### src/rtl/v810_bus_target.sv
// v810_bus_target: multi-region external-bus target for the V810 MAU bus.
// The top address bits select one of NREG regions. Each region emulates a
// 32/16/8-bit device with its own wait-state count, reports bus sizing on
// SZRQn, and maps the access onto a 32-bit asynchronous-read backing RAM.
//
// Bus handshake: an access starts when the target is idle and samples
// MRQn=0 and DAn=0 on a CE-qualified clock edge. The target then holds READYn
// low for exactly one CE cycle once the wait states have elapsed. D_I and
// SZRQn are meaningful only while READYn=0. If SZRQn=0 with READYn=0, only
// part of the requested lanes was served. The controller then re-drives BEn
// with the remaining lanes, and that starts a fresh, independent access. MRQn
// going high during the wait phase aborts the access without a READYn pulse.
module v810_bus_target #(
  parameter int NREG = 4,
  parameter int AW   = 10,
  parameter int WSW  = 4
) (
  input  logic                CLK,
  input  logic                RES,
  input  logic                CE,
  input  logic [31:0]         A,
  input  logic [3:0]          BEn,
  input  logic                DAn,
  input  logic                MRQn,
  input  logic                RW,
  input  logic [31:0]         D_O,
  output logic [31:0]         D_I,
  output logic                READYn,
  output logic                SZRQn,
  input  logic [NREG*WSW-1:0] CFG_WS,
  input  logic [NREG*2-1:0]   CFG_DW,
  output logic [AW-1:0]       MEM_A,
  output logic                MEM_CEn,
  output logic                MEM_WEn,
  output logic [3:0]          MEM_BEn,
  output logic [31:0]         MEM_WD,
  input  logic [31:0]         MEM_RD,
  output logic [1:0]          dbg_state
);

  // Region index width; a single-region build still needs a 1-bit vector,
  // but the index is then forced to zero.
  localparam int RBW = (NREG > 1) ? $clog2(NREG) : 1;

  // FSM encoding.
  localparam logic [1:0] ST_IDLE  = 2'd0;
  localparam logic [1:0] ST_WAIT  = 2'd1;
  localparam logic [1:0] ST_READY = 2'd2;

  // Data-width codes; code 3 is reserved and behaves like 32-bit.
  localparam logic [1:0] DW_32 = 2'd0;
  localparam logic [1:0] DW_16 = 2'd1;
  localparam logic [1:0] DW_8  = 2'd2;

  // Registered access context.
  logic [1:0]     state_q;
  logic [WSW-1:0] cnt_q;
  logic [AW-1:0]  word_q;
  logic           rw_q;
  logic [3:0]     serve_q;
  logic [3:0]     rem_q;

  // Start-of-access decode.
  logic [RBW-1:0] region_idx;
  logic [WSW-1:0] ws_sel;
  logic [1:0]     dw_sel;
  logic [3:0]     en;
  logic [3:0]     serve_d;
  logic [3:0]     rem_d;
  logic           start;

  // Output helpers.
  logic           in_ready;
  logic           ram_sel;
  logic [31:0]    lane_mask;

  // Address bits outside region/word fields and the reserved DW code are
  // intentionally ignored.
  logic unused_bits;
  assign unused_bits = ^A;

  // Decode the region, fetch its configuration, and build the served and
  // remaining lane masks for an access that could start this cycle.
  always_comb begin
    region_idx = '0;
    if (NREG > 1) begin
      region_idx = A[31 -: RBW];
    end
    ws_sel = CFG_WS[int'(region_idx)*WSW +: WSW];
    dw_sel = CFG_DW[int'(region_idx)*2 +: 2];
    en     = ~BEn;

    serve_d = en;
    case (dw_sel)
      DW_16: begin
        // A 16-bit device serves the low half first if any low lane is asked for.
        if (en[1:0] != 2'b00) begin
          serve_d = en & 4'b0011;
        end else begin
          serve_d = en & 4'b1100;
        end
      end
      DW_8: begin
        // Isolate the lowest requested lane.
        serve_d = en & (~en + 4'd1);
      end
      default: begin
        serve_d = en;
      end
    endcase
    rem_d = en & ~serve_d;

    start = (state_q == ST_IDLE) && !MRQn && !DAn;
  end

  // Access FSM: idle -> optional wait countdown -> one ready cycle.
  // Everything advances only on CE; reset wins over CE.
  always_ff @(posedge CLK) begin
    if (RES) begin
      state_q <= ST_IDLE;
      cnt_q   <= '0;
      word_q  <= '0;
      rw_q    <= 1'b1;
      serve_q <= 4'h0;
      rem_q   <= 4'h0;
    end else if (CE) begin
      case (state_q)
        ST_IDLE: begin
          if (start) begin
            word_q  <= A[AW+1:2];
            rw_q    <= RW;
            serve_q <= serve_d;
            rem_q   <= rem_d;
            if (ws_sel == '0) begin
              state_q <= ST_READY;
              cnt_q   <= '0;
            end else begin
              state_q <= ST_WAIT;
              cnt_q   <= ws_sel - 1'b1;
            end
          end
        end
        ST_WAIT: begin
          if (MRQn) begin
            // Controller withdrew the request: drop it silently.
            state_q <= ST_IDLE;
            cnt_q   <= '0;
          end else if (cnt_q == '0) begin
            state_q <= ST_READY;
          end else begin
            cnt_q <= cnt_q - 1'b1;
          end
        end
        ST_READY: begin
          state_q <= ST_IDLE;
        end
        default: begin
          state_q <= ST_IDLE;
        end
      endcase
    end
  end

  // Bus and RAM outputs are decoded from the registered state. The RAM is
  // only selected on a CE cycle, so a frozen ready cycle cannot commit a
  // write twice, and an access with no enabled lanes never touches the RAM.
  always_comb begin
    in_ready  = (state_q == ST_READY);
    ram_sel   = in_ready && CE && (serve_q != 4'h0);
    lane_mask = {{8{serve_q[3]}}, {8{serve_q[2]}}, {8{serve_q[1]}}, {8{serve_q[0]}}};

    READYn  = ~in_ready;
    SZRQn   = ~(in_ready && (rem_q != 4'h0));
    MEM_CEn = ~ram_sel;
    MEM_WEn = in_ready ? rw_q : 1'b1;
    MEM_BEn = in_ready ? ~serve_q : 4'hF;
    MEM_A   = word_q;
    MEM_WD  = D_O;

    D_I = 32'h0;
    if (ram_sel && rw_q) begin
      D_I = MEM_RD & lane_mask;
    end

    dbg_state = state_q;
  end

endmodule

### config.mk
export PLATFORM = sky130hd
export DESIGN_NAME = v810_bus_target
export DESIGN_NICKNAME = d
export VERILOG_FILES = /design/src/rtl/v810_bus_target.sv
export SDC_FILE = /design/constraint.sdc
export NUM_CORES = 1
export LEC_CHECK = 0
export CORE_MARGIN = 5
export CORE_UTILIZATION = 28
export DETAILED_ROUTE_END_ITERATION = 10
export GPL_TIMING_DRIVEN = 1
export PLACE_DENSITY_LB_ADDON = 0.2
export SYNTH_ARGS = -nofsm -noshare
export SYNTH_HDL_FRONTEND = slang
export SYNTH_SLANG_ARGS = --single-unit
### constraint.sdc
create_clock -name CLK -period 2.65 [get_ports CLK]
set_clock_uncertainty 0.15 [all_clocks]
set_input_delay 0.6625 -clock CLK [delete_from_list [all_inputs] [get_ports CLK]]
set_output_delay 0.6625 -clock CLK [all_outputs]
set_load 0.005 [all_outputs]
==> metrics.md <==
| Metric | Value |
|---|---|
| Status | `finished, final reports clean` |
| Adder-Cell Fraction of Synth Area | `0.0265` |
| RePlAce Congestion | `0.875` |
| Synth Warn # | `0` |
| Crit path to | `D_I[12]` |
| Ratio of cells with drive above 1 in the final layout | `0.121` |
| Full die area | `8500 µm²` |
| Critical path origin | `CE` |
| Post-Syn Area per Cell | `7.72 µm²` |
| PD cells | `between 200 and 300 nW/µm²` |
| VDD IR max | `approximately 0.15 mV` |
| Post-Synth Simple-Gate Area | `0.312` |
| R2r endpoint | `cnt_q[3]` |
| # port buffers | `129` |
| Row count | `30` |
| CTS sink count | `25` |
| Post-Synth XOR/XNOR Area | `0` |
| CP Data Arrival Time | `1760 ps` |
| Hold Path Class | `reg -> reg` |
| Drt first pass iters | `4` |
| Slew headroom | `0.600` |
| Req. time, crit path | `1840 ps` |
| Clock-pin slew on the worst setup and hold paths | `90 ps` |
| Final Non-Filler Cells | `around 440` |
| # DRC | `0` |
| Endpoints failing setup | `0` |
| # nets final | `491` |
| CTS max path bufs | `2` |
| Tot GR Track Use | `0.139` |
| CTS tree | `yes` |
| Synth Register Bits | `25` |
| I/O pin cnt | `214` |
| Most frequent cell on the critical path | `dlygate4sd2_1` |
| DRC marker count from the first detailed-route iteration | `approximately 130` |
| Footprint of the multi-input gates | `1050 µm²` |
| WL/cell | `14.3 µm` |
| Initial antenna violation count | `0` |
| Initial Util | `0.283` |
| Combinational family with the most area after synthesis | `simple AND/OR/NAND/NOR gates` |
| Hold-fix buffers, CTS | `0` |
| Largest net degree at the start of global routing | `19` |
| Final ANT Viol Nets | `0` |
| FF/Latch Area | `500 µm²` |
| Vias per inst | `4.84` |
| Mux cell area share after synthesis | `0.0807` |
| Root buffer cell | `clkbuf_8` |
| Fill cells | `a little under 700` |
| Pre-CTS setup slack | `-425 ps` |
| Compound-Gate Fraction of Synth Area | `0.136` |
| Max Transition Viols Final | `0` |
| Final hold violation count | `0` |
| Diode count | `0` |
| Fmax | `389 MHz` |
| Register area share after synthesis | `0.265` |
| Reg2reg path depth | `5` |
| Global route overflow | `0` |
| H-tree depth | `1` |
| Syn Std Cell Area | `about 1900 µm²` |
| Die Y | `92.2 µm` |
| Slew @ Worst Pin | `roughly 600 ps` |
| Leakage | `1.44 nW` |
| Synth Instances | `245` |
| Vias | `2112` |
| Origin of the critical flop-to-flop path | `dbg_state[0]` |
| Final worst-path cycle share | `0.969` |
| TritonCTS Buffers | `3` |
| Skew-Pair Late Insertion Delay | `about 260 ps` |
| Area Growth Syn to Fin | `72.1%` |
| Max cap viols | `0` |
| Worst path cell trace | `dlygate4sd2_1, and3_4, buf_4, buf_16, and3_1, dlygate4sd2_1` |
| Reg-to-reg setup timing slack | `820 ps` |
| Slowest cell on the critical path | `dlygate4sd2_1` |
| Largest stage delay, worst path | `260 ps` |
| Number of global-route vias before repair | `1982` |
| Core area | `6680 µm²` |
| Post-Syn Nets | `379` |
| Routed WL | `6240 µm` |
| Crit Path Max Fanout | `16` |
| CP Launch Type | `primary input` |
| DP Cell Count | `428` |
| Critical Path End Type | `primary output` |
| Tmin final | `about 2600 ps` |
| HPWL after DPL | `slightly above 5000 µm` |
| Setup WS post-layout | `81.3 ps` |
| First-pass GRT wire length | `9840 µm` |
| Unique masters post-synth | `42` |
| Die width | `92.2 µm` |
| Crit Path Class | `in -> out` |
==> layout by cell type, fill, tap and decap left out, drive strengths merged, types with 2 or more instances in the layout <==
cell type / count
o41ai: 2
mux4: 6
nor4: 3
clkdlybuf4s15: 13
nand3b: 5
o21a: 2
buf: 27
nor2b: 2
clkdlybuf4s50: 95
inv: 8
nand2b: 3
ha: 4
or3: 3
o211ai: 2
clkbuf: 3
dfxtp: 25
or4: 2
and3: 33
o21ai: 6
a21oi: 23
nor2: 8
dlygate4sd2: 20
nor3: 5
and2: 2
or3b: 2
nand2: 35
==> cell families after synthesis <==
family / count (synthesis)
multiplexers: 7
buffers and inverters: 57
AND/OR/NAND/NOR: 109
adder cells (fa/ha/maj): 4
AO/OA/AOI/OAI: 43
flip-flops: 25
==> where the power goes <==
part	internal, mW	switching (mW)	total (mW)	leakage, nW
clock	0.106	0.119	0.225	0.0217
sequential	0.389	0.00858	0.398	0.203
combinational	0.206	0.114	0.321	1.21
total	0.702	0.242	0.944	1.44
==> cell type report <==
cell class                      instances  share of cell area
Clock buffer                            3              0.0127
Clock inverter                          1             0.00231
Inverter                                8             0.00923
Multi-Input combinational cell        163               0.323
Sequential cell                        25               0.154
Tap cell                               80              0.0308
Timing Repair Buffer                  156               0.468
==> registers in the layout, summed over array words and instances, names as in the netlist <==
register   flops
MEM_A         10
cnt_q          4
dbg_state      2
rem_q          4
rw_q           1
serve_q        4
==> worst min path at each step <==
stage,start,to,cells past startpoint
after global routing,MEM_A[3],MEM_A[3],2
final,MEM_A[3],MEM_A[3],2
after detailed placement,rem_q[2],rem_q[2],2
after floorplan,rem_q[3],rem_q[3],2
after global placement,rem_q[2],rem_q[2],2
after CTS,rem_q[2],rem_q[2],2
==> synth_stat cells, drive strengths merged <==
master	number	area [µm²]
and3b	1	8.76
clkbuf	15	56.3
nand2	35	131
nand3	1	5.00
and3	33	206
nand3b	5	37.5
nor3	5	25.0
and2	2	12.5
buf	34	255
dfxtp	25	500
o41ai	2	17.5
or3	3	18.8
inv	8	30.0
a2111oi	1	8.76
or4	2	15.0
nor4	3	18.8
o21a	2	15.0
nand4b	1	8.76
or2	1	6.26
nand2b	3	18.8
nor4b	1	8.76
ha	4	50.1
mux2i	1	10.0
o31ai	1	7.51
mux4	6	143
o21ai	6	30.0
a2bb2oi	1	8.76
a31oi	1	6.26
o211ai	2	15.0
a311oi	1	8.76
or3b	2	17.5
nor2	8	30.0
nor2b	2	12.5
a22oi	1	7.51
a211oi	1	7.51
o31a	1	8.76
a21oi	23	115
nor3b	1	7.51
==> critical path, delay by kind of cell <==
| kind | cells | cell delay, ps |
|---|---|---|
| buf+inv | 4 | 770 |
| simple gates | 2 | 310 |
==> layer usage <==
| metal | track usage | wire length [µm] | vias up |
|---|---|---|---|
| li1 | - | - | 1052 |
| met1 | 0.159 | 2450 | 943 |
| met2 | 0.253 | 3110 | 117 |
| met3 | 0.0476 | 679 | 0 |
| met4 | 0.0186 | 0 | 0 |
| met5 | 0 | 0 | - |
==> timing repair <==
| item | in CTS | in global routing |
|---|---|---|
| gates cloned | 2 | 0 |
| setup endpoints to repair | 40 | 1 |
| buffers inserted | 2 | 0 |
| pin swaps | 1 | 0 |
| gates resized for setup | 55 | 1 |
==> through the flow <==
stage | hold WS [ps] | cell area (µm²) | utilization | TNS (ps) | power [mW]
finish | 308 | 3250 | 0.487 | 0 | 0.944
global route | 330 | 3250 | 0.487 | -0.624 | 1.01
CTS | 310 | 3250 | 0.486 | 0 | 0.957
detailed placement | 298 | 3160 | 0.472 | -14310 | 0.717
floorplan | 282 | 1890 | - | 0 | 0.567
global placement | 292 | 3160 | 0.472 | -14210 | 0.713
Note: power is estimated with default switching activity, not from simulation.
